File: src/rtl/l1_miss_arbiter_pkg.sv
// Shared definitions for the L1 miss arbiter: FSM state encoding, requester
// ownership encoding and the grant-vector bit positions.
package l1_miss_arbiter_pkg;

    typedef enum logic [1:0] {
        IDLE    = 2'd0,
        ISSUE   = 2'd1,
        WAIT_RD = 2'd2
    } state_t;

    typedef enum logic {
        OWNER_I = 1'b0,
        OWNER_D = 1'b1
    } owner_t;

    // Bit positions inside the one-hot grant vector of rr_arb2.
    localparam int GNT_I_BIT = 0;
    localparam int GNT_D_BIT = 1;

endpackage

File: src/rtl/l1_miss_arbiter_if.sv
// Bundle of the I-cache, D-cache and main-memory handshake signals around
// the miss arbiter. The master modport is the arbiter's view; the slave
// modport is the view of the surrounding caches and memory.
interface l1_miss_arbiter_if #(
    parameter int ADDRESS_BITS = 12,
    parameter int DATA_WIDTH   = 32
);
    logic                    i_req;
    logic [ADDRESS_BITS-1:0] i_addr;
    logic                    i_gnt;
    logic                    i_rvalid;
    logic [DATA_WIDTH-1:0]   i_rdata;

    logic                    d_req;
    logic                    d_we;
    logic [ADDRESS_BITS-1:0] d_addr;
    logic [DATA_WIDTH-1:0]   d_wdata;
    logic                    d_gnt;
    logic                    d_rvalid;
    logic [DATA_WIDTH-1:0]   d_rdata;

    logic                    m_req;
    logic                    m_we;
    logic [ADDRESS_BITS-1:0] m_addr;
    logic [DATA_WIDTH-1:0]   m_wdata;
    logic                    m_ready;
    logic                    m_rvalid;
    logic [DATA_WIDTH-1:0]   m_rdata;

    logic                    busy;
    logic                    proto_err;

    modport master (
        input  i_req, i_addr, d_req, d_we, d_addr, d_wdata,
        input  m_ready, m_rvalid, m_rdata,
        output i_gnt, i_rvalid, i_rdata, d_gnt, d_rvalid, d_rdata,
        output m_req, m_we, m_addr, m_wdata, busy, proto_err
    );

    modport slave (
        output i_req, i_addr, d_req, d_we, d_addr, d_wdata,
        output m_ready, m_rvalid, m_rdata,
        input  i_gnt, i_rvalid, i_rdata, d_gnt, d_rvalid, d_rdata,
        input  m_req, m_we, m_addr, m_wdata, busy, proto_err
    );

endinterface

File: src/rtl/l1_miss_arbiter_rr_arb2.sv
// Two-way round-robin selector: a lone requester always wins, and on a tie
// the requester that was not served last wins. Purely combinational.
module rr_arb2
    import l1_miss_arbiter_pkg::*;
(
    input  logic       req_i,
    input  logic       req_d,
    input  owner_t     last_owner,
    output logic [1:0] gnt
);

    // Pick at most one winner; on a tie alternate away from the last owner.
    always_comb begin
        gnt = 2'b00;
        if (req_i && req_d) begin
            if (last_owner == OWNER_I) begin
                gnt[GNT_D_BIT] = 1'b1;
            end else begin
                gnt[GNT_I_BIT] = 1'b1;
            end
        end else if (req_i) begin
            gnt[GNT_I_BIT] = 1'b1;
        end else if (req_d) begin
            gnt[GNT_D_BIT] = 1'b1;
        end else begin
            gnt = 2'b00;
        end
    end

endmodule

File: src/rtl/l1_miss_arbiter.sv
// L1 miss arbiter: shares one main-memory port between the I-cache (reads)
// and the D-cache (reads and writebacks). One transaction is outstanding at
// a time; every output comes straight from a register.
module l1_miss_arbiter
    import l1_miss_arbiter_pkg::*;
#(
    parameter int ADDRESS_BITS = 12,
    parameter int DATA_WIDTH   = 32
) (
    input  logic               clock,
    input  logic               reset,
    l1_miss_arbiter_if.master  bus
);

    state_t                  state_r,      state_next_s;
    owner_t                  owner_r,      owner_next_s;
    owner_t                  last_owner_r, last_owner_next_s;
    logic [1:0]              grant_s;

    logic                    m_req_r,      m_req_next_s;
    logic                    m_we_r,       m_we_next_s;
    logic [ADDRESS_BITS-1:0] m_addr_r,     m_addr_next_s;
    logic [DATA_WIDTH-1:0]   m_wdata_r,    m_wdata_next_s;

    logic                    i_gnt_r,      i_gnt_next_s;
    logic                    d_gnt_r,      d_gnt_next_s;
    logic                    i_rvalid_r,   i_rvalid_next_s;
    logic                    d_rvalid_r,   d_rvalid_next_s;
    logic [DATA_WIDTH-1:0]   i_rdata_r,    i_rdata_next_s;
    logic [DATA_WIDTH-1:0]   d_rdata_r,    d_rdata_next_s;
    logic                    busy_r,       busy_next_s;
    logic                    proto_err_r,  proto_err_next_s;

    rr_arb2 u_rr_arb2 (
        .req_i      (bus.i_req),
        .req_d      (bus.d_req),
        .last_owner (last_owner_r),
        .gnt        (grant_s)
    );

    // Next-state and next-output logic; pulses default low, holding
    // registers default to their current value.
    always_comb begin
        state_next_s      = state_r;
        owner_next_s      = owner_r;
        last_owner_next_s = last_owner_r;
        m_req_next_s      = m_req_r;
        m_we_next_s       = m_we_r;
        m_addr_next_s     = m_addr_r;
        m_wdata_next_s    = m_wdata_r;
        i_gnt_next_s      = 1'b0;
        d_gnt_next_s      = 1'b0;
        i_rvalid_next_s   = 1'b0;
        d_rvalid_next_s   = 1'b0;
        i_rdata_next_s    = i_rdata_r;
        d_rdata_next_s    = d_rdata_r;

        case (state_r)
            IDLE: begin
                if (grant_s[GNT_I_BIT]) begin
                    i_gnt_next_s      = 1'b1;
                    owner_next_s      = OWNER_I;
                    last_owner_next_s = OWNER_I;
                    m_req_next_s      = 1'b1;
                    m_we_next_s       = 1'b0;
                    m_addr_next_s     = bus.i_addr;
                    m_wdata_next_s    = '0;
                    state_next_s      = ISSUE;
                end else if (grant_s[GNT_D_BIT]) begin
                    d_gnt_next_s      = 1'b1;
                    owner_next_s      = OWNER_D;
                    last_owner_next_s = OWNER_D;
                    m_req_next_s      = 1'b1;
                    m_we_next_s       = bus.d_we;
                    m_addr_next_s     = bus.d_addr;
                    m_wdata_next_s    = bus.d_wdata;
                    state_next_s      = ISSUE;
                end else begin
                    state_next_s      = IDLE;
                end
            end
            ISSUE: begin
                if (bus.m_ready) begin
                    m_req_next_s = 1'b0;
                    if (m_we_r) begin
                        // Only the D-cache writes back; completion is the
                        // acceptance itself, no data comes back.
                        d_rvalid_next_s = 1'b1;
                        state_next_s    = IDLE;
                    end else begin
                        state_next_s    = WAIT_RD;
                    end
                end else begin
                    state_next_s = ISSUE;
                end
            end
            WAIT_RD: begin
                if (bus.m_rvalid) begin
                    if (owner_r == OWNER_I) begin
                        i_rvalid_next_s = 1'b1;
                        i_rdata_next_s  = bus.m_rdata;
                    end else begin
                        d_rvalid_next_s = 1'b1;
                        d_rdata_next_s  = bus.m_rdata;
                    end
                    state_next_s = IDLE;
                end else begin
                    state_next_s = WAIT_RD;
                end
            end
            default: begin
                state_next_s = IDLE;
                m_req_next_s = 1'b0;
            end
        endcase

        busy_next_s      = (state_next_s != IDLE);
        // A read return with no read pending, or an accept with no command
        // offered, is a memory-side protocol violation; remember it.
        proto_err_next_s = proto_err_r
                         | (bus.m_rvalid & (state_r != WAIT_RD))
                         | (bus.m_ready  & ~m_req_r);
    end

    // State and output registers with synchronous reset.
    always_ff @(posedge clock) begin
        if (reset) begin
            state_r      <= IDLE;
            owner_r      <= OWNER_I;
            last_owner_r <= OWNER_I;
            m_req_r      <= 1'b0;
            m_we_r       <= 1'b0;
            m_addr_r     <= '0;
            m_wdata_r    <= '0;
            i_gnt_r      <= 1'b0;
            d_gnt_r      <= 1'b0;
            i_rvalid_r   <= 1'b0;
            d_rvalid_r   <= 1'b0;
            i_rdata_r    <= '0;
            d_rdata_r    <= '0;
            busy_r       <= 1'b0;
            proto_err_r  <= 1'b0;
        end else begin
            state_r      <= state_next_s;
            owner_r      <= owner_next_s;
            last_owner_r <= last_owner_next_s;
            m_req_r      <= m_req_next_s;
            m_we_r       <= m_we_next_s;
            m_addr_r     <= m_addr_next_s;
            m_wdata_r    <= m_wdata_next_s;
            i_gnt_r      <= i_gnt_next_s;
            d_gnt_r      <= d_gnt_next_s;
            i_rvalid_r   <= i_rvalid_next_s;
            d_rvalid_r   <= d_rvalid_next_s;
            i_rdata_r    <= i_rdata_next_s;
            d_rdata_r    <= d_rdata_next_s;
            busy_r       <= busy_next_s;
            proto_err_r  <= proto_err_next_s;
        end
    end

    assign bus.i_gnt     = i_gnt_r;
    assign bus.d_gnt     = d_gnt_r;
    assign bus.i_rvalid  = i_rvalid_r;
    assign bus.d_rvalid  = d_rvalid_r;
    assign bus.i_rdata   = i_rdata_r;
    assign bus.d_rdata   = d_rdata_r;
    assign bus.m_req     = m_req_r;
    assign bus.m_we      = m_we_r;
    assign bus.m_addr    = m_addr_r;
    assign bus.m_wdata   = m_wdata_r;
    assign bus.busy      = busy_r;
    assign bus.proto_err = proto_err_r;

endmodule

File: src/flat_wrapper.sv
// flat-port wrapper written by rule: the top's interface ports become plain ports
module l1_miss_arbiter_flat import l1_miss_arbiter_pkg::*;
#(
    parameter int ADDRESS_BITS = 12,
    parameter int DATA_WIDTH   = 32
)
  (clock, reset, bus_i_req, bus_i_addr, bus_d_req, bus_d_we, bus_d_addr, bus_d_wdata, bus_m_ready, bus_m_rvalid, bus_m_rdata, bus_i_gnt, bus_i_rvalid, bus_i_rdata, bus_d_gnt, bus_d_rvalid, bus_d_rdata, bus_m_req, bus_m_we, bus_m_addr, bus_m_wdata, bus_busy, bus_proto_err);
  l1_miss_arbiter_if #(.ADDRESS_BITS(ADDRESS_BITS), .DATA_WIDTH(DATA_WIDTH)) bus_i ();
  input  logic clock;
  input  logic reset;
  input wire logic [$bits(bus_i.i_req)-1:0] bus_i_req;
  input wire logic [$bits(bus_i.i_addr)-1:0] bus_i_addr;
  input wire logic [$bits(bus_i.d_req)-1:0] bus_d_req;
  input wire logic [$bits(bus_i.d_we)-1:0] bus_d_we;
  input wire logic [$bits(bus_i.d_addr)-1:0] bus_d_addr;
  input wire logic [$bits(bus_i.d_wdata)-1:0] bus_d_wdata;
  input wire logic [$bits(bus_i.m_ready)-1:0] bus_m_ready;
  input wire logic [$bits(bus_i.m_rvalid)-1:0] bus_m_rvalid;
  input wire logic [$bits(bus_i.m_rdata)-1:0] bus_m_rdata;
  output wire logic [$bits(bus_i.i_gnt)-1:0] bus_i_gnt;
  output wire logic [$bits(bus_i.i_rvalid)-1:0] bus_i_rvalid;
  output wire logic [$bits(bus_i.i_rdata)-1:0] bus_i_rdata;
  output wire logic [$bits(bus_i.d_gnt)-1:0] bus_d_gnt;
  output wire logic [$bits(bus_i.d_rvalid)-1:0] bus_d_rvalid;
  output wire logic [$bits(bus_i.d_rdata)-1:0] bus_d_rdata;
  output wire logic [$bits(bus_i.m_req)-1:0] bus_m_req;
  output wire logic [$bits(bus_i.m_we)-1:0] bus_m_we;
  output wire logic [$bits(bus_i.m_addr)-1:0] bus_m_addr;
  output wire logic [$bits(bus_i.m_wdata)-1:0] bus_m_wdata;
  output wire logic [$bits(bus_i.busy)-1:0] bus_busy;
  output wire logic [$bits(bus_i.proto_err)-1:0] bus_proto_err;
  assign bus_i.i_req = bus_i_req;
  assign bus_i.i_addr = bus_i_addr;
  assign bus_i.d_req = bus_d_req;
  assign bus_i.d_we = bus_d_we;
  assign bus_i.d_addr = bus_d_addr;
  assign bus_i.d_wdata = bus_d_wdata;
  assign bus_i.m_ready = bus_m_ready;
  assign bus_i.m_rvalid = bus_m_rvalid;
  assign bus_i.m_rdata = bus_m_rdata;
  assign bus_i_gnt = bus_i.i_gnt;
  assign bus_i_rvalid = bus_i.i_rvalid;
  assign bus_i_rdata = bus_i.i_rdata;
  assign bus_d_gnt = bus_i.d_gnt;
  assign bus_d_rvalid = bus_i.d_rvalid;
  assign bus_d_rdata = bus_i.d_rdata;
  assign bus_m_req = bus_i.m_req;
  assign bus_m_we = bus_i.m_we;
  assign bus_m_addr = bus_i.m_addr;
  assign bus_m_wdata = bus_i.m_wdata;
  assign bus_busy = bus_i.busy;
  assign bus_proto_err = bus_i.proto_err;
  l1_miss_arbiter #(.ADDRESS_BITS(ADDRESS_BITS), .DATA_WIDTH(DATA_WIDTH)) u_core (.clock(clock), .reset(reset), .bus(bus_i));
endmodule
File: config.mk
export PLATFORM = sky130hd
export DESIGN_NAME = l1_miss_arbiter_flat
export DESIGN_NICKNAME = d
export VERILOG_FILES = /design/src/rtl/l1_miss_arbiter_pkg.sv /design/src/rtl/l1_miss_arbiter_if.sv /design/src/rtl/l1_miss_arbiter_rr_arb2.sv /design/src/rtl/l1_miss_arbiter.sv /design/src/flat_wrapper.sv
export SDC_FILE = /design/constraint.sdc
export NUM_CORES = 1
export LEC_CHECK = 0
export CAP_MARGIN = 40
export CORE_ASPECT_RATIO = 1.4
export CORE_MARGIN = 2
export CORE_UTILIZATION = 35
export CTS_CLUSTER_DIAMETER = 60
export DETAILED_ROUTE_END_ITERATION = 10
export DONT_BUFFER_PORTS = 1
export PLACE_DENSITY = 0.5
export SETUP_SLACK_MARGIN = 0.05
export SYNTH_ARGS = -nofsm -noshare
export SYNTH_HDL_FRONTEND = slang
export SYNTH_HIERARCHICAL = 1
export SYNTH_SLANG_ARGS = --single-unit
File: constraint.sdc
create_clock -name clock -period 1.8 [get_ports clock]
set_input_delay 0.18 -clock clock [delete_from_list [all_inputs] [get_ports clock]]
set_output_delay 0.18 -clock clock [all_outputs]
set_load 0.02 [all_outputs]
==> results.toml <==
[cells_and_area]
final_common_cell = "nand2_1"
final.fill_count = 1117
nets = 582
layout_common_cells = "nand2_1 (129), dfxtp_1 (119), a21oi_1 (64)"
drive_gt1_share_pct = 9.109
syn2layout_area_growth_pct = 27.55
diodes = 0

[worst_setup_path]
cp_cell_sequence = "inv_1, ha_1, nand2_1, a2bb2oi_2, nor3_1, dlygate4sd3_1"
cp_num_buf_inv = 2
cp_top_family = "buffers and inverters"
arrival_ps = 1930
startpoint_type = "flip-flop"
cp.required_ps = 2080
crit_path_top_delay_cell = "dlygate4sd3_1"
crit_fanout = 4
worstSetupPathType = "flip-flop to flip-flop"
critPathCaptureType = "flip-flop"
worst_path_largest_cell_delay_ps = 560

[sta]
tns_ps = 0
finalMaxSlewViolations = 0
fin_crit_ps = 1655
setup_violations = 0
worst_slew_pin_slew_ps = 342.9
worst_clock_skew_ps = 15.80
finalHoldViolations = 81
rsz0062_at_grt = "false"
slew_headroom_pct = 77.11
whs_ps = -160.6
fmax_ghz = 0.6044
min_period_over_period_pct = 91.92

[route]
wire_per_inst_microns = 17.09
drtIter0Drc = 132
first_pass_iters = 5
num_vias = 3268
routed_via_density = 5.098
wirelength_microns = 10960
drc = 0
ant_nets = 0

[outcome]
violations = "negative hold slack"
outcome = "finished with violations"

[power_and_ir_drop]
irDropWorstVdd_mv = 0.5252
p_comb_share_pct = 6.2
powerDensity_nw_per_um2 = 1312
p_sw_mw = 1.570
p_total_mw = 7.044
seqPwrFrac_pct = 42.5
leakagePower_nw = 1.976
switching_share_pct = 22.29
clkPwrFrac_pct = 51.3
p_int_mw = 5.474

[job]
cap_violations = 0

[logic_synthesis]
synth-seq-cells = 119
synth_fp_nets = 553
syn_area_per_cell_sq_um = 9.294
syn_area_sq_um = 4210
ys_seq_area_share_pct = 56.58
ys_types = 31
synth-edff-count = 0
yosys_warnings = 6
synthCells = 453
ys_dominant_reg_cell = "dfxtp_1"
async_flop_share_pct = 0

[grt]
antenna_found_initial = 0
grt_use_total_pct = 16.52
grt_overflow = 0
grt_pass1_vias = 3103
grt_max_degree = 87
grt_pass1_wl_microns = 17030

[placement]
place_congestion = 0.7612
port_buffers = 0
hpwl_microns = 7041

[die]
num_rows = 47
die_x_microns = 96.70
core-area_sq_um = 11760
die_h_microns = 133.8
dieArea_sq_um = 12940
io_pins = 211
initial_utilization_pct = 35.80

[clock_tree]
root_buffer = "clkbuf_16"
path_clk_slew_ps = 50
cts_sinks = 119
insertion_delay_ps = 410
numCtsBuffers = 17
cts_tree = "done"
clockBufferDepth = 2
hold_buffers = 35
htreeDepth = 4

[hold_path]
hold_path.class = "input pin to flip-flop"
==> path summary, 6_finish.rpt <==
| kind | to | from | slack (ps) | depth (start not counted) |
|---|---|---|---|---|
| worst min register to register | u_core/bus.d_rdata[10] | u_core/bus.d_rdata[10] | 550 | 2 |
| worst min-delay path | u_core/bus.proto_err | reset | -160 | 1 |
| worst max register to register | u_core/state_r[1] | u_core/state_r[1] | 150 | 6 |
| worst max-delay path | u_core/state_r[1] | u_core/state_r[1] | 150 | 6 |
==> worst reg2reg max path: cells and delay by family, from the launching register on <==
| kind | cells | cell delay, ps |
|---|---|---|
| adder cells (fa/ha/maj) | 1 | 210 |
| buffers and inverters | 2 | 640 |
| AO/OA/AOI/OAI | 1 | 170 |
| flip-flops | 1 | 380 |
| AND/OR/NAND/NOR | 2 | 150 |
==> cell families (layout without fill, tap and decap cells) <==
group	after synthesis	after routing	synth area share, %
AOI/OAI and AO/OA	118	118	18.25
adders and majority gates	5	5	1.486
buffers and inverters	41	81	5.379
DFF	119	119	56.58
muxes	12	12	2.853
and+or+nand+nor	158	159	15.45
==> state kept, by name, summed over array words and instances (netlist names) <==
signal and cells:
u_core/bus.busy 1, u_core/bus.d_gnt 1, u_core/state_r 2, u_core/bus.m_addr 12
u_core/bus.d_rdata 32, u_core/bus.i_rdata 32, u_core/bus.m_wdata 32, u_core/last_owner_r 1
u_core/bus.m_we 1, u_core/bus.i_rvalid 1, u_core/bus.m_req 1, u_core/bus.i_gnt 1
u_core/bus.d_rvalid 1, u_core/bus.proto_err 1
==> through the flow <==
step / setup slack [ps] / util (%) / hold WS [ps] / instances / cell area (sq um)
2_1_floorplan: 324.6 / - / 312.6 / 453 / 4210
3_3_place_gp: 214.1 / 36.83 / 266.8 / 573 / 4332
3_5_place_dp: 178.0 / 36.83 / 267.8 / 573 / 4332
4_1_cts: 87.41 / 45.26 / -166.3 / 639 / 5323
5_1_grt: 39.08 / 45.66 / -168.9 / 641 / 5370
6_report: 145.5 / 45.66 / -160.6 / 641 / 5370
==> Yosys cell counts, drive strengths merged (2+ instances only) <==
cell	number	share of area [%]
clkbuf	9	0.80
nor2	16	1.8
inv	6	0.53
dfxtp	119	57
a21boi	2	0.36
a211oi	14	2.5
mux2i	12	2.9
and3b	2	0.42
a21oi	64	7.6
a22o	33	6.9
buf	26	4.0
nand2	129	12
ha	5	1.5
nor3	3	0.36
==> power by group through the flow <==
stage | registers (mW) | logic [mW] | clock network (mW)
after floorplan | 3.02 | 0.320 | 0
after global placement | 3.05 | 0.335 | 0
after detailed placement | 3.05 | 0.345 | 0
after CTS | 3.00 | 0.403 | 3.68
after global routing | 3.01 | 0.486 | 3.83
final | 3.00 | 0.434 | 3.61
==> routing by layer <==
layer / up-vias / share of wire (%) / track usage [%] / wire [microns]
met4: 0 / 1.4 / 7.277 / 157
li1: 1600 / - / - / -
met3: 10 / 8.5 / 6.618 / 926
met2: 156 / 52 / 27.35 / 5739
met1: 1502 / 38 / 18.83 / 4132
met5: - / 0 / 0 / 0
==> timing repair <==
action                                  CTS  global route
hold endpoints to repair                117            82
gates resized for setup                   0             4
endpoints found under the setup margin    0            39
setup buffers                             0             1
==> final cells by class <==
| cell class | count | area, sq um | area share [%] |
|---|---|---|---|
| multi-input combinational | 294 | 1648 | 30.68 |
| inverter | 6 | 22.52 | 0.4194 |
| tap | 147 | 183.9 | 3.425 |
| sequential | 119 | 2382 | 44.36 |
| clock inverter | 8 | 142.6 | 2.656 |
| clock buffer | 23 | 498.0 | 9.273 |
| timing repair buffer | 44 | 493.0 | 9.180 |
No activity file was read; power rests on OpenSTA's default activity.
==> variant 1: new RTL, config.mk and constraints unchanged <==
`DATA_WIDTH` is set to 32 in 3 places; all go to 40.
--- a/src/rtl/l1_miss_arbiter_if.sv
+++ b/src/rtl/l1_miss_arbiter_if.sv
@@ -4,5 +4,5 @@
 interface l1_miss_arbiter_if #(
     parameter int ADDRESS_BITS = 12,
-    parameter int DATA_WIDTH   = 32
+    parameter int DATA_WIDTH   = 40
 );
     logic                    i_req;
--- a/src/rtl/l1_miss_arbiter.sv
+++ b/src/rtl/l1_miss_arbiter.sv
@@ -6,5 +6,5 @@
 #(
     parameter int ADDRESS_BITS = 12,
-    parameter int DATA_WIDTH   = 32
+    parameter int DATA_WIDTH   = 40
 ) (
     input  logic               clock,
--- a/src/flat_wrapper.sv
+++ b/src/flat_wrapper.sv
@@ -3,5 +3,5 @@
 #(
     parameter int ADDRESS_BITS = 12,
-    parameter int DATA_WIDTH   = 32
+    parameter int DATA_WIDTH   = 40
 )
   (clock, reset, bus_i_req, bus_i_addr, bus_d_req, bus_d_we, bus_d_addr, bus_d_wdata, bus_m_ready, bus_m_rvalid, bus_m_rdata, bus_i_gnt, bus_i_rvalid, bus_i_rdata, bus_d_gnt, bus_d_rvalid, bus_d_rdata, bus_m_req, bus_m_we, bus_m_addr, bus_m_wdata, bus_busy, bus_proto_err);
Interface: changed (5 resized); port bits go from 211 to 251. The function was not compared with the original's and may differ.
==> variant 1 against the original RTL <==
  * The flow still finishes with violations (negative hold slack)
  * Final area increased by 21%
  * Wire length rose by 23%
  * Worst setup slack improved by 0.020 ns
  * Non-clock buffer count rose by 37
  * Total power up 7.9%
  * Sequential cell count increased by 24
  * Area after synthesis grew 19%
  * Highest routed layer unchanged
==> variant 1: results (changes against the original RTL) <==
Outcome:
- Failing checks: negative hold slack (unchanged).
- Run status: complete, but fails checks (unchanged).

Power and ir drop:
- The maximum ir drop on the vdd rail came to 0.000550 V (was 0.000525 V).
- The static leakage is 2.35 nW (was 1.98 nW).

Logic synthesis:
- The proportion of synthesized flip-flops having asynchronous set or reset is 0 (unchanged).
- The number of different library cells in the post-synthesis netlist is 33 (was 31).
- The cell count after synthesis is 541 (was 453).
- The post-synth net total is 657 (was 553).
- The register area share after synthesis was 0.569 (was 0.566).
- Synth cell count leaders: sky130_fd_sc_hd__nand2_1 (161), sky130_fd_sc_hd__dfxtp_1 (143), sky130_fd_sc_hd__a21oi_1 (80), sky130_fd_sc_hd__a22o_1 (41), sky130_fd_sc_hd__nor2_1 (15) (was sky130_fd_sc_hd__nand2_1 (129), sky130_fd_sc_hd__dfxtp_1 (119), sky130_fd_sc_hd__a21oi_1 (64), sky130_fd_sc_hd__a22o_1 (33), sky130_fd_sc_hd__buf_2 (16)).
- Top post-synthesis cells by area: sky130_fd_sc_hd__dfxtp_1 (57%), sky130_fd_sc_hd__nand2_1 (12%), sky130_fd_sc_hd__a21oi_1 (8.0%), sky130_fd_sc_hd__a22o_1 (7.1%), sky130_fd_sc_hd__buf_6 (2.7%) (was sky130_fd_sc_hd__dfxtp_1 (57%), sky130_fd_sc_hd__nand2_1 (12%), sky130_fd_sc_hd__a21oi_1 (7.6%), sky130_fd_sc_hd__a22o_1 (6.9%), sky130_fd_sc_hd__mux2i_1 (2.9%)).
- The dominant synthesized flop cell is sky130_fd_sc_hd__dfxtp_1 (unchanged).

Finish:
- The number of fillers in the final layout was 1282 (was 1117).
- The ratio of cells with drive above 1 in the final layout is 0.0736 (was 0.0911).
- The number of nets in the final layout is 714 (was 582).

Place:
- The standard cell area after detailed placement was 5140 um^2 (was 4330 um^2).
- The placed wire-length estimate was 8590 um (was 7040 um).
- The final weighted congestion in routability-driven placement is 0.775 (was 0.761).
- The total instance count after detailed placement came to 691 (was 573).
- The worst-case setup slack after placement is 0.151 ns (was 0.178 ns).

GRT:
- The initial antenna violation count was 0 (unchanged).
- The global-route wire length before repair is 20300 um (was 17000 um).
- The via count of the first global-routing pass is 3768 (was 3103).
- The maximum number of pins on one net before global-route repair came to 103 (was 87).
- The overall routing resource usage is 0.168 (was 0.165).

STA:
- The worst slew margin relative to its limit came to 0.638 (was 0.771).
- The worst hold slack is -0.153 ns (was -0.161 ns).
- The clock skew came to 0.0101 ns (was 0.0158 ns).
- The setup TNS is 0 ns (unchanged).
- The count of final max-slew check failures was 0 (unchanged).
- The final-report hold violation count is 97 (was 81).

Routing:
- The total routed wirelength was 13500 um (was 11000 um).
- The detailed-route vias per instance was 5.00 (was 5.10).
- The number of DRC violations after detailed-routing iteration 0 is 222 (was 132).
- The via total after detailed routing was 3979 (was 3268).

Setup path:
- The worst endpoint data arrival time came to 1.93 ns (about the same).
[variant 1: per-layer routing]
layer | GRT usage | up-vias | wire length [um]
met5 | 0 | - | 0
met4 | 0.0687 | 0 | 136
met3 | 0.0761 | 9 | 1340
met2 | 0.287 | 202 | 6770
met1 | 0.177 | 1827 | 5250
li1 | - | 1941 | -
[variant 1: through the flow]
| stage | utilization | hold WS, ns |
|---|---|---|
| after detailed placement | 0.368 | 0.277 |
| final | 0.464 | -0.153 |
| after floorplan | - | 0.313 |
| after global placement | 0.368 | 0.276 |
| after global routing | 0.464 | -0.175 |
| after CTS | 0.442 | -0.164 |
[variant 1: logic make-up after synthesis]
group,Yosys count,share of synthesized area
AOI/OAI and AO/OA,142,0.183
adders and majority gates,5,0.0124
buffers and inverters,49,0.0587
DFF,143,0.569
muxes,12,0.0239
and+or+nand+nor,190,0.153
[variant 1: where the power goes]
group / internal, mW / leakage, nW / switching, mW
Combinational: 0.284 / 0.901 / 0.241
Clock: 2.16 / 0.293 / 1.34
Sequential: 3.31 / 1.16 / 0.268
Total: 5.75 / 2.35 / 1.85
[variant 1: worst paths after layout]
kind,endpoint,slack [ns],depth (start not counted),startpoint
worst max-delay path,u_core/state_r[1],0.17,6,u_core/state_r[1]
worst min-delay path,u_core/bus.proto_err,-0.15,1,reset
worst max register to register,u_core/state_r[1],0.17,6,u_core/state_r[1]
worst min register to register,u_core/last_owner_r,0.50,1,u_core/last_owner_r
[variant 1: final cells by class]
class	count	area share
flip-flops and latches	143	0.442
clock inverters	12	0.0201
clock buffers	20	0.0720
inverters	6	0.00348
multi-input cells	349	0.293
repair buffers	81	0.134
well taps	185	0.0357
[variant 1: timing repair]
action	in CTS	in global routing
endpoints found under the hold margin	141	97
setup buffers	0	0
hold buffers	44	29
setup endpoints to repair	0	24
resized for setup	0	2
==> variant 2: new RTL, same settings <==
Made on the original files. Take the reset off `m_wdata_r` and load it in a clocked block of its own.
--- a/src/rtl/l1_miss_arbiter.sv
+++ b/src/rtl/l1_miss_arbiter.sv
@@ -132,5 +132,4 @@
             m_we_r       <= 1'b0;
             m_addr_r     <= '0;
-            m_wdata_r    <= '0;
             i_gnt_r      <= 1'b0;
             d_gnt_r      <= 1'b0;
@@ -148,5 +147,4 @@
             m_we_r       <= m_we_next_s;
             m_addr_r     <= m_addr_next_s;
-            m_wdata_r    <= m_wdata_next_s;
             i_gnt_r      <= i_gnt_next_s;
             d_gnt_r      <= d_gnt_next_s;
@@ -158,4 +156,8 @@
             proto_err_r  <= proto_err_next_s;
         end
+    end
+
+    always_ff @(posedge clock) begin
+        m_wdata_r <= m_wdata_next_s;
     end
 
Behaviour: not the same (a bounded check fails within 4 cycles, from zero or initial values and one cycle with reset high).
==> variant 2 against the original RTL <==
  * Wire length up 4.7%
  * Final cell count up 1.7%
  * Combinational power up 13%
  * Via count down 1.2%
  * Final area up 4.6%
  * Area after synthesis up 7.2%
  * Largest power group unchanged
  * First-iteration DRC count down 11%
  * Sequential power up 8.3%
  * Count of clock-buffer cells in the layout down 5
  * Total power down 0.12%
  * Worst setup slack better by 0.0014 ns
  * Sequential cell count unchanged
  * The flow still finishes with violations (negative hold slack)
==> variant 2: results (changes against the original RTL) <==
Outcome:
- Run status: complete, but fails checks (unchanged).
- Failing checks: negative hold slack (unchanged).

Setup path:
- The start point of the critical path is u_core/state_r[0] (was u_core/state_r[1]).
- The critical register-to-register path endpoint was u_core/last_owner_r (was u_core/state_r[1]).

Finish:
- The ratio of cells with drive above 1 in the final layout came to 0.136 (was 0.0911).
- The number of fillers in the final layout is 1192 (was 1117).

Logic synthesis:
- Synth cell count leaders: sky130_fd_sc_hd__nand2_1 (131), sky130_fd_sc_hd__dfxtp_1 (87), sky130_fd_sc_hd__a21oi_1 (66), sky130_fd_sc_hd__nor2b_1 (33), sky130_fd_sc_hd__edfxtp_1 (32) (was sky130_fd_sc_hd__nand2_1 (129), sky130_fd_sc_hd__dfxtp_1 (119), sky130_fd_sc_hd__a21oi_1 (64), sky130_fd_sc_hd__a22o_1 (33), sky130_fd_sc_hd__buf_2 (16)).
- The post-synth net total is 555 (was 553).
- The area share of fa/ha/maj cells after synthesis is 0.0139 (was 0.0149).
- The register area share after synthesis was 0.599 (was 0.566).
- Top post-synthesis cells by area: sky130_fd_sc_hd__dfxtp_1 (39%), sky130_fd_sc_hd__edfxtp_1 (21%), sky130_fd_sc_hd__nand2_1 (11%), sky130_fd_sc_hd__a21oi_1 (7.3%), sky130_fd_sc_hd__nor2b_1 (4.6%) (was sky130_fd_sc_hd__dfxtp_1 (57%), sky130_fd_sc_hd__nand2_1 (12%), sky130_fd_sc_hd__a21oi_1 (7.6%), sky130_fd_sc_hd__a22o_1 (6.9%), sky130_fd_sc_hd__mux2i_1 (2.9%)).
- The multiplexer area fraction after synthesis is 0.0266 (was 0.0285).
- The number of enable-type register cells in the synthesized netlist is 32 (was 0).

Routing:
- The routed length on met3 came to 1240 um (was 926 um).
- The detailed-route vias per instance is 4.95 (was 5.10).
- The detailed-routing iteration count for the pre-antenna-repair pass is 4 (was 5).
- The met1 wire length came to 4270 um (was 4130 um).
- The total routed wirelength is 11500 um (was 11000 um).
- The wire length on met2 is 5840 um (was 5740 um).

STA:
- The worst hold slack was -0.156 ns (was -0.161 ns).
- The final-report hold violation count was 82 (was 81).
- The clock skew is 0.00405 ns (was 0.0158 ns).
- The slack of the critical path was 0.147 ns (was 0.145 ns).

CTS:
- The count of hold buffers inserted by post-cts repair is 32 (was 35).

GRT:
- The maximum number of pins on one net before global-route repair came to 88 (was 87).
- The overall routing resource usage was 0.161 (was 0.165).
- The via count of the first global-routing pass came to 3304 (was 3103).
- The met2 global-route usage is 0.277 (was 0.274).
- The global-route wire length before repair is 17200 um (was 17000 um).
- The met3 global-route usage came to 0.0789 (was 0.0662).

Hold path:
- The endpoint with the worst hold slack is u_core/bus.i_rdata[7] (was u_core/bus.proto_err).

Power and ir drop:
- The static leakage is 1.97 nW (was 1.98 nW).
- The maximum ir drop on the vdd rail is 0.000579 V (was 0.000525 V).

Place:
- The worst-case setup slack after placement is 0.231 ns (was 0.178 ns).
- The final weighted congestion in routability-driven placement is 0.767 (was 0.761).
- The total instance count after detailed placement is 585 (was 573).
- The placed wire-length estimate came to 7220 um (was 7040 um).
==> variant 2: report_power, final <==
part           internal [mW]  switching, mW
sequential              2.96          0.294
combinational          0.232          0.257
clock                   2.05           1.25
==> variant 2: layout make-up <==
type,instances,share of cell area
well taps,153,0.0341
multi-input cells,297,0.287
clock buffers,18,0.0764
flip-flops and latches,119,0.481
clock inverters,14,0.0265
inverters,6,0.00401
repair buffers,45,0.0908
==> variant 2: stage by stage <==
step                      area, um^2   util  hold WS, ns
after floorplan                 4510      -        0.316
after global placement          4670  0.368        0.256
after detailed placement        4670  0.368        0.259
after CTS                       5570  0.439       -0.177
after global routing            5620  0.443       -0.170
final                           5620  0.443       -0.156
==> variant 2: repair_timing <==
item	in CTS	in global routing
resized for setup	0	4
setup buffers	0	2
endpoints found under the setup margin	0	4
endpoints found under the hold margin	114	82
==> variant 2: worst max-delay path, delay by kind of cell, from the launching register on <==
kind / cells / cell delay, ns
compound gates: 2 / 0.20
flops: 1 / 0.34
buf+inv: 3 / 0.78
fa+ha+maj: 1 / 0.21
